--- src/rtl/microwave_ctrl_gen.sv ---
// Microwave controller: keypad time entry, BCD countdown with internal 1 s
// prescaler, power-level duty cycling of the magnetron, pause/resume and a
// timed end-of-cook indication. All outputs come straight from flops.
module microwave_ctrl_gen #(
    parameter int unsigned TICK_DIV   = 50_000_000,
    parameter int unsigned MIN_DIGITS = 1,
    parameter int unsigned DONE_TICKS = 3
) (
    input  logic                    clk,
    input  logic                    rstn,
    input  logic [9:0]              keypad,
    input  logic                    powern,
    input  logic                    startn,
    input  logic                    stopn,
    input  logic                    clearn,
    input  logic                    door_closed,
    output logic [3:0]              sec_ones,
    output logic [3:0]              sec_tens,
    output logic [4*MIN_DIGITS-1:0] minutes,
    output logic [3:0]              power_level,
    output logic                    mag_on,
    output logic                    cooking,
    output logic                    done
);

    localparam int unsigned PW = $clog2(TICK_DIV);
    localparam int unsigned DW = (DONE_TICKS > 1) ? $clog2(DONE_TICKS) : 1;
    localparam int unsigned ND = MIN_DIGITS + 2;
    localparam int unsigned TW = 4 * ND;

    typedef enum logic [1:0] {S_IDLE, S_COOK, S_PAUSE, S_DONE} state_e;

    state_e          state_q, state_d;
    logic [PW-1:0]   presc_q, presc_d;
    logic [3:0]      phase_q, phase_d;
    logic            armed_q, armed_d;
    logic [3:0]      power_q, power_d;
    logic [TW-1:0]   time_q, time_d;      // {minutes, tens, ones}
    logic [DW-1:0]   done_cnt_q, done_cnt_d;
    logic            mag_on_q, mag_on_d;
    logic            cooking_q, cooking_d;
    logic            done_q, done_d;
    logic [9:0]      key_prev_q, key_prev_d;
    logic            powern_prev_q, powern_prev_d;
    logic            startn_prev_q, startn_prev_d;
    logic            stopn_prev_q, stopn_prev_d;

    logic [9:0]      key_rise;
    logic            key_valid;
    logic [3:0]      key_digit;
    logic            power_e, start_e, stop_e;
    logic            running, tick;
    logic            time_zero, dec_zero, borrow;
    logic [TW-1:0]   time_dec;

    // Edge detection, single-key decode and tick generation
    always_comb begin
        key_rise  = keypad & ~key_prev_q;
        key_valid = $onehot(key_rise);
        key_digit = '0;
        for (int unsigned i = 0; i < 10; i++) begin
            if (key_rise[i]) key_digit = 4'(i);
        end
        power_e   = powern_prev_q & ~powern;
        start_e   = startn_prev_q & ~startn;
        stop_e    = stopn_prev_q & ~stopn;
        running   = (state_q == S_COOK) || (state_q == S_DONE);
        tick      = running && (presc_q == PW'(TICK_DIV - 1));
        time_zero = (time_q == '0);
    end

    // One-second BCD decrement: borrow ripples up, tens wraps to 5, others to 9
    always_comb begin
        time_dec = time_q;
        borrow   = 1'b1;
        for (int unsigned i = 0; i < ND; i++) begin
            if (borrow) begin
                if (time_q[4*i +: 4] == 4'd0) begin
                    time_dec[4*i +: 4] = (i == 1) ? 4'd5 : 4'd9;
                end else begin
                    time_dec[4*i +: 4] = time_q[4*i +: 4] - 4'd1;
                    borrow             = 1'b0;
                end
            end
        end
        dec_zero = (time_dec == '0);
    end

    // Next state: one event per cycle, taken in fixed priority order
    always_comb begin
        state_d       = state_q;
        presc_d       = presc_q;
        phase_d       = phase_q;
        armed_d       = armed_q;
        power_d       = power_q;
        time_d        = time_q;
        done_cnt_d    = done_cnt_q;
        key_prev_d    = keypad;
        powern_prev_d = powern;
        startn_prev_d = startn;
        stopn_prev_d  = stopn;

        if (running) presc_d = tick ? '0 : presc_q + PW'(1);

        if (!clearn) begin
            time_d  = '0;
            power_d = 4'd10;
            armed_d = 1'b0;
            state_d = S_IDLE;
        end else if ((state_q == S_COOK) && !door_closed) begin
            state_d = S_PAUSE;
        end else if (stop_e) begin
            if (state_q == S_COOK) begin
                state_d = S_PAUSE;
            end else begin
                time_d  = '0;
                state_d = S_IDLE;
            end
        end else if (tick) begin
            if (state_q == S_COOK) begin
                time_d  = time_dec;
                phase_d = (phase_q == 4'd9) ? 4'd0 : phase_q + 4'd1;
                if (dec_zero) begin
                    state_d    = S_DONE;
                    done_cnt_d = '0;
                end
            end else if (done_cnt_q == DW'(DONE_TICKS - 1)) begin
                state_d = S_IDLE;
            end else begin
                done_cnt_d = done_cnt_q + DW'(1);
            end
        end else if (start_e) begin
            if (((state_q == S_IDLE) || (state_q == S_PAUSE)) && door_closed && !time_zero) begin
                state_d = S_COOK;
                presc_d = '0;
                phase_d = '0;
            end
        end else if (power_e) begin
            if (state_q == S_IDLE) armed_d = 1'b1;
        end else if (key_valid && ((state_q == S_IDLE) || (state_q == S_DONE))) begin
            state_d = S_IDLE;
            if (armed_q) begin
                power_d = (key_digit == 4'd0) ? 4'd10 : key_digit;
                armed_d = 1'b0;
            end else begin
                time_d = {time_q[TW-5:0], key_digit};
            end
        end

        cooking_d = (state_d == S_COOK);
        done_d    = (state_d == S_DONE);
        mag_on_d  = cooking_d && door_closed && (phase_d < power_d);
    end

    // State and output registers
    always_ff @(posedge clk or negedge rstn) begin
        if (!rstn) begin
            state_q       <= S_IDLE;
            presc_q       <= '0;
            phase_q       <= '0;
            armed_q       <= 1'b0;
            power_q       <= 4'd10;
            time_q        <= '0;
            done_cnt_q    <= '0;
            mag_on_q      <= 1'b0;
            cooking_q     <= 1'b0;
            done_q        <= 1'b0;
            key_prev_q    <= '0;
            powern_prev_q <= 1'b1;
            startn_prev_q <= 1'b1;
            stopn_prev_q  <= 1'b1;
        end else begin
            state_q       <= state_d;
            presc_q       <= presc_d;
            phase_q       <= phase_d;
            armed_q       <= armed_d;
            power_q       <= power_d;
            time_q        <= time_d;
            done_cnt_q    <= done_cnt_d;
            mag_on_q      <= mag_on_d;
            cooking_q     <= cooking_d;
            done_q        <= done_d;
            key_prev_q    <= key_prev_d;
            powern_prev_q <= powern_prev_d;
            startn_prev_q <= startn_prev_d;
            stopn_prev_q  <= stopn_prev_d;
        end
    end

    assign sec_ones    = time_q[3:0];
    assign sec_tens    = time_q[7:4];
    assign minutes     = time_q[TW-1:8];
    assign power_level = power_q;
    assign mag_on      = mag_on_q;
    assign cooking     = cooking_q;
    assign done        = done_q;

endmodule

--- config.mk ---
export PLATFORM = sky130hd
export DESIGN_NAME = microwave_ctrl_gen
export DESIGN_NICKNAME = d
export VERILOG_FILES = /design/src/rtl/microwave_ctrl_gen.sv
export SDC_FILE = /design/constraint.sdc
export NUM_CORES = 1
export LEC_CHECK = 0
export CORE_ASPECT_RATIO = 0.75
export CORE_MARGIN = 4
export CORE_UTILIZATION = 35
export CTS_CLUSTER_SIZE = 24
export DETAILED_ROUTE_END_ITERATION = 16
export DONT_BUFFER_PORTS = 1
export PLACE_DENSITY = 0.58
export SLEW_MARGIN = 20
export SYNTH_ARGS = -nofsm -noshare
export SYNTH_HDL_FRONTEND = slang
export SYNTH_SLANG_ARGS = --single-unit
--- constraint.sdc ---
create_clock -name clk -period 11.12 [get_ports clk]
set_input_delay 1.668 -clock clk [delete_from_list [all_inputs] [get_ports clk]]
set_output_delay 1.668 -clock clk [all_outputs]
set_load 0.02 [all_outputs]
==> impl_results.md, run 1 <==
* Outcome: finished, final reports clean
* Final Critical Period at 6.35 ns
* Synthesized area at about 0.0040 sq mm
* Worst hold path class: flip-flop to flip-flop
* Total count of max-transition violations in the final report at 0
* Final antenna-violating net count at 0
* Register-to-register path setup slack at approximately 5.7 ns
* Post-Route Skew at roughly 0.0085 ns
* Gate count of the mapped netlist at approximately 430
* NetSw at roughly 190 uW
* Sequential share of the synthesized area at 42.5%
* Worst flop-to-flop path startpoint: key_prev_q[3]
* Clock latency reported for the late side of the worst-skew pair at approximately 0.33 ns
* Worst-Margin Slew at ~0.9 ns
* Area delta synth->final at 10.8%
* Top-area cell type share of the netlist area at about two fifths
* Number of enable flip-flop cells after synthesis at 0
* Fillers at around 1100
* Setup slack after layout at around 4.8 ns
* Detailed-router iteration count before antenna repair at 4
* Antenna cells at 0
* Launching instance or port of the critical path: keypad[9]
* Setup TNS Final at 0 ns
* Via count at between 3000 and 4000
* Relative slew margins at between 30 and 40%
* Minimum setup slack after placement at 4.42 ns
* Clock group share of total power at 43.5%
* Setup repair after global routing missed its margin: no
* Leakage component of the power at approximately 0.0019 uW
* Comb power frac at ~14%
* Worst-path fanout max at 4
* Horizontal die dimension at about 130 microns
* Number of flip-flops and latches in the synthesized netlist at between 60 and 70
* Clock Root Buffer: sky130_fd_sc_hd__clkbuf_16
* Number of violations reported at the end of detailed-routing iteration 0 at roughly 220
* Cell type contributing the most total cell area after synthesis: sky130_fd_sc_hd__dfrtp_1
* Net switching fraction of the power at around 28%
* Proportion of register bits with asynchronous set or reset after synthesis at 100%
* DR vias/cell at 5.56
* Number of nets in the synthesized netlist at roughly 460
* Proportion of layout cells with a drive suffix above 1 at slightly below 8%
* Number of rows created at floorplan at 33
* Fraction of power consumed by sequential logic at 42.2%
* Initial core utilization at 36.0%
* # DRC at 0
* Origin of the worst min-delay path: done_cnt_q[1]
* Hold_buf cts at 0
* Number of CTS-inserted buffers at 9
* Routed wirelength normalized by instance count at approximately 17 microns
* Sort of element at the start of the critical path: input pin
* Most frequent cells in the layout: 62 x sky130_fd_sc_hd__dfrtp_1, 48 x sky130_fd_sc_hd__nor2_1, 37 x sky130_fd_sc_hd__nand2_1, 23 x sky130_fd_sc_hd__o21ai_0, 23 x sky130_fd_sc_hd__inv_1
* Period Utilization, post-route at 57.1%
* Power Total at roughly 670 uW
* Cell Pwr Density at ~150 mW/mm^2
* Largest vdd supply drop at 75.7 uV
* Peak clock frequency supported by timing at 157 MHz
* Most common library cell in the layout ignoring fill and taps: sky130_fd_sc_hd__dfrtp_1
* Critical Path Sink Type: flip-flop
* Worst path required time at around 11 ns
* Final instance area at between 0.004 and 0.005 sq mm
* Syn Area/Cell at between 9 and 10 sq um
* I/O Buffers at 0
* Global route overflow at 0
* Post-detailed-placement half-perimeter wirelength at slightly above 7000 microns
* MaxCap Viol Count at 0
* Final count of negative-setup-slack endpoints at 0
* Global-route wire length before repair at ~16000 microns
* Cell-internal power at between 400 and 500 uW
* Synth area leaders: sky130_fd_sc_hd__dfrtp_1 39%, sky130_fd_sc_hd__nor2_1 4.6%, sky130_fd_sc_hd__nand2_1 3.5%
* Std-Cell Core Area at ~0.011 sq mm
* Io pins at 36
* Cts repair resizes at 0
* Number of clock sinks at 67
* Last weighted congestion value of the routability-driven placer at about 0.89
* Number of global-route vias before repair at a little over 3000
* Post-CTS Repair Setup Buffers at 0
* Overall die area at 0.0131 sq mm
* Number of distinct standard cells referenced by the synthesized netlist at slightly above 60
* Initial antenna violation count at 0
* Die extent in y at around 100 microns
* Worst-path clk slew at roughly 0.060 ns
* Commonest register cell after synthesis: sky130_fd_sc_hd__dfrtp_1
* Worst setup path category: input pin to flip-flop
* Maximum number of pins on one net before global-route repair at 68
* Cell area after placement at 0.00408 sq mm
* Number of nets in the layout at around 460
* Routed WL at just under 10000 microns
* Overall Global Routing Usage at 15.8%
* Synth warnings at 0
* CTS tree: built
* Clock tree buffer depth at 2
* Hold Vio Cnt, Final at 0
* H-Tree Depth at 3
* Critical Path AT at 6.57 ns
-- area by class of cell --
type                    count  area, sq um  area share [%]
flip-flops and latches     67         1680            38.4
clock buffers              12          256            5.85
repair buffers              1         7.51           0.171
inverters                  23         86.3            1.97
multi-input cells         325         2130            48.5
clock inverters             4         50.0            1.14
well taps                 140          175            3.99
-- power by group through the flow --
stage               Combinational, uW  Sequential [uW]  Clock, uW
floorplan                        79.6              278          0
global placement                 90.2              285          0
detailed placement               93.9              285          0
CTS                              94.7              281        299
global route                      110              284        307
finish                           95.2              281        290
-- kinds of logic after synthesis --
logic type      share of synthesized area [%]
simple gates                             25.5
buf+inv                                  3.70
compound gates                           15.8
fa+ha+maj                                6.51
mux                                      1.01
flops                                    42.5
xor+xnor                                 4.87
-- Yosys cell counts, drive strengths merged, types with 2 or more instances --
cell / count
dfrtp: 62
nor2: 48
nand2: 37
o21ai: 31
inv: 23
a21oi: 19
nand3: 17
nor3: 17
ha: 11
xnor2: 11
xor2: 11
clkbuf: 10
nand2b: 10
nand4: 9
nor2b: 9
nor4: 9
and3: 6
fa: 6
a2111oi: 5
dfstp: 5
o31ai: 5
or3: 5
a21o: 4
mux2i: 4
o211ai: 4
or4: 4
a211o: 3
a21boi: 3
and2: 3
and4: 3
o21a: 3
and3b: 2
buf: 2
nand3b: 2
nand4b: 2
nor4b: 2
o211a: 2
o21bai: 2
or2: 2
-- path summary, 6_finish.rpt --
check | endpoint | cells after the start
max | mag_on | 18
min | done_cnt_q[1] | 2
max reg2reg | mag_on | 16
min reg2reg | done_cnt_q[1] | 2
max in group asynchronous | power_level[1] | 0
min in group asynchronous | presc_q[19] | 0
-- layer usage --
layer	track usage (%)	vias to the layer above	wire length, microns
met2	21.5	104	4030
met3	5.00	9	644
met5	0	-	0
met4	5.77	0	113
met1	23.4	1548	4920
li1	-	1522	-
-- sequential cells by signal, indices dropped and copies added, names as in the netlist --
signal,flops
time_q,12
stopn_prev_q,1
powern_prev_q,1
power_level,4
done_cnt_q,2
mag_on,1
startn_prev_q,1
phase_q,4
key_prev_q,10
state_q,2
done,1
cooking,1
armed_q,1
presc_q,26
-- critical path, cell delays in order --
cell and delay [ns]:
sky130_fd_sc_hd__nand2b_1 0.11, sky130_fd_sc_hd__inv_1 0.09, sky130_fd_sc_hd__fa_1 0.53, sky130_fd_sc_hd__inv_1 0.05, sky130_fd_sc_hd__fa_1 0.51, sky130_fd_sc_hd__fa_1 0.42
sky130_fd_sc_hd__inv_1 0.07, sky130_fd_sc_hd__ha_1 0.17, sky130_fd_sc_hd__inv_1 0.06, sky130_fd_sc_hd__fa_1 0.41, sky130_fd_sc_hd__a2111oi_2 0.32, sky130_fd_sc_hd__a21oi_1 0.15
sky130_fd_sc_hd__a2111oi_0 0.79, sky130_fd_sc_hd__and2b_1 0.27, sky130_fd_sc_hd__o21ai_0 0.21, sky130_fd_sc_hd__ha_1 0.27, sky130_fd_sc_hd__o211a_1 0.13, sky130_fd_sc_hd__a2111oi_2 0.34
-- metrics by stage --
| stage | cells | hold WS, ns | utilization, % |
|---|---|---|---|
| 4_1_cts | 572 | 0.532 | 39.9 |
| 3_3_place_gp | 556 | 0.496 | 37.1 |
| 2_1_floorplan | 427 | 0.474 | - |
| 5_1_grt | 572 | 0.551 | 39.9 |
| 3_5_place_dp | 556 | 0.524 | 37.1 |
| 6_report | 572 | 0.535 | 39.9 |
Note: power is estimated with default switching activity, not from simulation.
==> run 2: changes to the inputs <==
--- a/config.mk
+++ b/config.mk
@@ -11,7 +11,7 @@
 export CTS_CLUSTER_SIZE = 24
 export DETAILED_ROUTE_END_ITERATION = 16
 export DONT_BUFFER_PORTS = 1
-export PLACE_DENSITY = 0.58
+export PLACE_DENSITY = 0.6
 export SLEW_MARGIN = 20
 export SYNTH_ARGS = -nofsm -noshare
 export SYNTH_HDL_FRONTEND = slang
==> constraint.sdc (replaced) <==
create_clock -name clk -period 5.5 [get_ports clk]
set_input_delay 0.825 -clock clk [delete_from_list [all_inputs] [get_ports clk]]
set_output_delay 0.825 -clock clk [all_outputs]
set_load 0.02 [all_outputs]
==> run 2 against run 1 <==
  * Routed wire length decreased by 1.8%
  * Register-to-register slack worse by 5.2 ns
  * Power increased by 110%
  * Count of clock-buffer cells in the layout decreased by 3
  * Combinational power increased by 100%
  * Utilization increased by 0.38 points
  * Critical endpoint unchanged
  * Die area unchanged
  * Setup slack got worse by 4.3 ns
  * Via count down 1.2%
  * Design area rose by 0.94%
  * Critical path type unchanged
  * Sequential cell count is the same
==> impl_results.md, run 2 (synthesis results as in run 1) <==
* Proportion of layout cells with a drive suffix above 1 at 8.94% (was 7.87%)
* Total count of max-transition violations in the final report at 0 (unchanged)
* Leakage component of the power at 0.00189 uW (was 0.00187 uW)
* Sort of element at the start of the critical path: input pin (unchanged)
* Cell Pwr Density at 311 mW/mm^2 (was 152 mW/mm^2)
* Largest registers ranked by flip-flop count: presc_q: 26 flops, time_q: 12 flops, key_prev_q: 10 flops (unchanged)
* MaxCap Viol Count at 0 (unchanged)
* Launching instance or port of the critical path: keypad[9] (unchanged)
* Overall Global Routing Usage at 15.5% (was 15.8%)
* Most common library cell in the layout ignoring fill and taps: sky130_fd_sc_hd__dfrtp_1 (unchanged)
* Number of rows created at floorplan at 33 (unchanged)
* Worst R2R End: mag_on (unchanged)
* Setup TNS Final at 0 ns (unchanged)
* Capturing instance or port of the critical path: mag_on (unchanged)
* Setup slack after layout at 0.421 ns (was 4.77 ns)
* # DRC at 0 (unchanged)
* Post-detailed-placement half-perimeter wirelength at 6970 microns (was 7060 microns)
* Worst setup path category: input pin to flip-flop (unchanged)
* Worst-path clk slew at 0.06 ns (about the same)
* Register with the most flip-flops: presc_q (unchanged)
* H-Tree Depth at 3 (unchanged)
* Worst-Margin Slew at 0.898 ns (was 0.878 ns)
* Number of CTS-inserted buffers at 9 (unchanged)
* Number of violations reported at the end of detailed-routing iteration 0 at 231 (was 218)
* Hold Vio Cnt, Final at 0 (unchanged)
* Cell-internal power at 992 uW (was 480 uW)
* Cell area after placement at 0.00410 sq mm (was 0.00408 sq mm)
* Clock latency reported for the late side of the worst-skew pair at 0.33 ns (about the same)
* Initial core utilization at 36.0% (unchanged)
* Clock Root Buffer: sky130_fd_sc_hd__clkbuf_16 (unchanged)
* DR vias/cell at 5.46 (was 5.56)
* Die extent in y at 100 microns (unchanged)
* Multi-input gate area at 0.00213 sq mm (unchanged)
* Comb power frac at 14.1% (was 14.3%)
* Worst hold path class: input pin to asynchronous set/reset pin (was flip-flop to flip-flop)
* CTS tree: built (unchanged)
* Global-route wire length before repair at 16100 microns (was 16200 microns)
* Io pins at 36 (unchanged)
* Register-to-register path setup slack at 0.49 ns (was 5.72 ns)
* Critical Path Sink Type: flip-flop (unchanged)
* Initial antenna violation count at 0 (unchanged)
* Outcome: finished, final reports clean (unchanged)
* Critical Path AT at 5.30 ns (was 6.57 ns)
* Horizontal die dimension at 131 microns (unchanged)
* I/O Buffers at 0 (unchanged)
* Final antenna-violating net count at 0 (unchanged)
* Number of global-route vias before repair at 3041 (was 3068)
* Period Utilization, post-route at 92.3%
* Post-Route Skew at 0.00461 ns (was 0.00850 ns)
* Power Total at 1380 uW (was 667 uW)
* Clock group share of total power at 44.6% (was 43.5%)
* Net switching fraction of the power at 28.0% (was 28.1%)
* Depth of the most critical reg-to-reg path at 18 (was 16)
* Fillers at 1086 (was 1091)
* Final Critical Period at ~5 ns
* Most frequent cells in the layout: 62 x sky130_fd_sc_hd__dfrtp_1, 48 x sky130_fd_sc_hd__nor2_1, 37 x sky130_fd_sc_hd__nand2_1, 23 x sky130_fd_sc_hd__o21ai_0, 23 x sky130_fd_sc_hd__inv_1 (unchanged)
* Overall die area at 0.0131 sq mm (unchanged)
* Setup repair after global routing missed its margin: no (unchanged)
* Worst-path fanout max at 4 (unchanged)
* Peak clock frequency supported by timing at 197 MHz
* Detailed-router iteration count before antenna repair at 5 (was 4)
* Clock tree buffer depth at 2 (unchanged)
* Storage element area at 0.00168 sq mm (unchanged)
* Relative slew margins at 40.0% (about the same)
* Fraction of power consumed by sequential logic at 41.4% (was 42.2%)
* Last weighted congestion value of the routability-driven placer at 0.864 (was 0.891)
* Minimum setup slack after placement at 0.0234 ns (was 4.42 ns)
* Number of nets in the layout at 465 (was 461)
* Via count at 3145 (was 3183)
* Maximum number of pins on one net before global-route repair at 68 (unchanged)
* Std-Cell Core Area at 0.0110 sq mm (unchanged)
* Worst path required time at 5.72 ns (was 11.34 ns)
* Largest vdd supply drop at 163 uV (was 75.7 uV)
* Number of clock sinks at 67 (unchanged)
* Number of flip-flops in the largest register at 26 (unchanged)
* Final instance area at 0.00443 sq mm (was 0.00439 sq mm)
* Final count of negative-setup-slack endpoints at 0 (unchanged)
* Global route overflow at 0 (unchanged)
* Routed wirelength normalized by instance count at 16.5 microns (was 17.0 microns)
* Area delta synth->final at 11.9% (was 10.8%)
* Antenna cells at 0 (unchanged)
* NetSw at 385 uW (was 187 uW)
* Worst flop-to-flop path startpoint: key_prev_q[3] (unchanged)
* Routed WL at 9530 microns (was 9710 microns)
run 2: cell types whose count changed in the layout (fill, tap and decap cells not counted), sizes merged:
cell and change:
bufinv +1, buf +4, clkbuf -3, clkinvlp +1, clkinv +1
run 2: per-stage QoR:
stage | hold WS, ns | util [%] | cells
final | 0.186 | 40.3 | 576
after floorplan | 0.474 | - | 427
after global routing | 0.169 | 40.3 | 576
after CTS | 0.175 | 40.2 | 575
after global placement | 0.497 | 37.3 | 559
after detailed placement | 0.511 | 37.3 | 559
run 2: how the worst min path moves through the flow:
stage                       start             to  cells after the start
floorplan           done_cnt_q[1]  done_cnt_q[1]                      2
global placement    done_cnt_q[1]  done_cnt_q[1]                      2
detailed placement  done_cnt_q[1]  done_cnt_q[1]                      2
CTS                          rstn    presc_q[13]                      0
global route                 rstn    presc_q[19]                      0
finish                       rstn    presc_q[13]                      0
run 2: area by class of cell:
cell class                      instances  share of cell area [%]
Timing Repair Buffer                    5                   0.848
Multi-Input combinational cell        325                    48.0
Sequential cell                        67                    38.0
Tap cell                              140                    3.96
Inverter                               23                    1.95
Clock buffer                            9                    5.09
Clock inverter                          7                    2.09
run 2: power groups by stage:
stage	sequential, uW	combinational [uW]	clock, uW
floorplan	563	161	0
global placement	576	186	0
detailed placement	577	191	0
CTS	569	192	629
global route	575	220	652
finish	570	193	613
run 2: repair_timing:
action	in CTS	in global routing
buffers inserted	0	1
resized for setup	0	0
hold buffers	0	0
setup endpoints to repair	0	1
run 2: worst max-delay path, stage by stage:
cell	delay, ns
sky130_fd_sc_hd__nand2b_1	0.07
sky130_fd_sc_hd__inv_1	0.08
sky130_fd_sc_hd__fa_1	0.53
sky130_fd_sc_hd__inv_1	0.05
sky130_fd_sc_hd__fa_1	0.49
sky130_fd_sc_hd__fa_1	0.41
sky130_fd_sc_hd__inv_1	0.06
sky130_fd_sc_hd__ha_1	0.17
sky130_fd_sc_hd__inv_1	0.06
sky130_fd_sc_hd__fa_1	0.40
sky130_fd_sc_hd__a2111oi_2	0.29
sky130_fd_sc_hd__a21oi_1	0.12
sky130_fd_sc_hd__nor2_1	0.20
sky130_fd_sc_hd__nand4_1	0.16
sky130_fd_sc_hd__buf_4	0.21
sky130_fd_sc_hd__mux2i_1	0.24
sky130_fd_sc_hd__and2_1	0.17
sky130_fd_sc_hd__ha_1	0.24
sky130_fd_sc_hd__o211a_1	0.15
sky130_fd_sc_hd__a2111oi_2	0.35
run 2: per-layer routing:
metal | track usage [%] | up-vias | wire, microns
met4 | 4.43 | 0 | 121
li1 | - | 1530 | -
met2 | 20.2 | 98 | 3780
met3 | 4.04 | 10 | 609
met5 | 0 | - | 0
met1 | 24.7 | 1507 | 5020
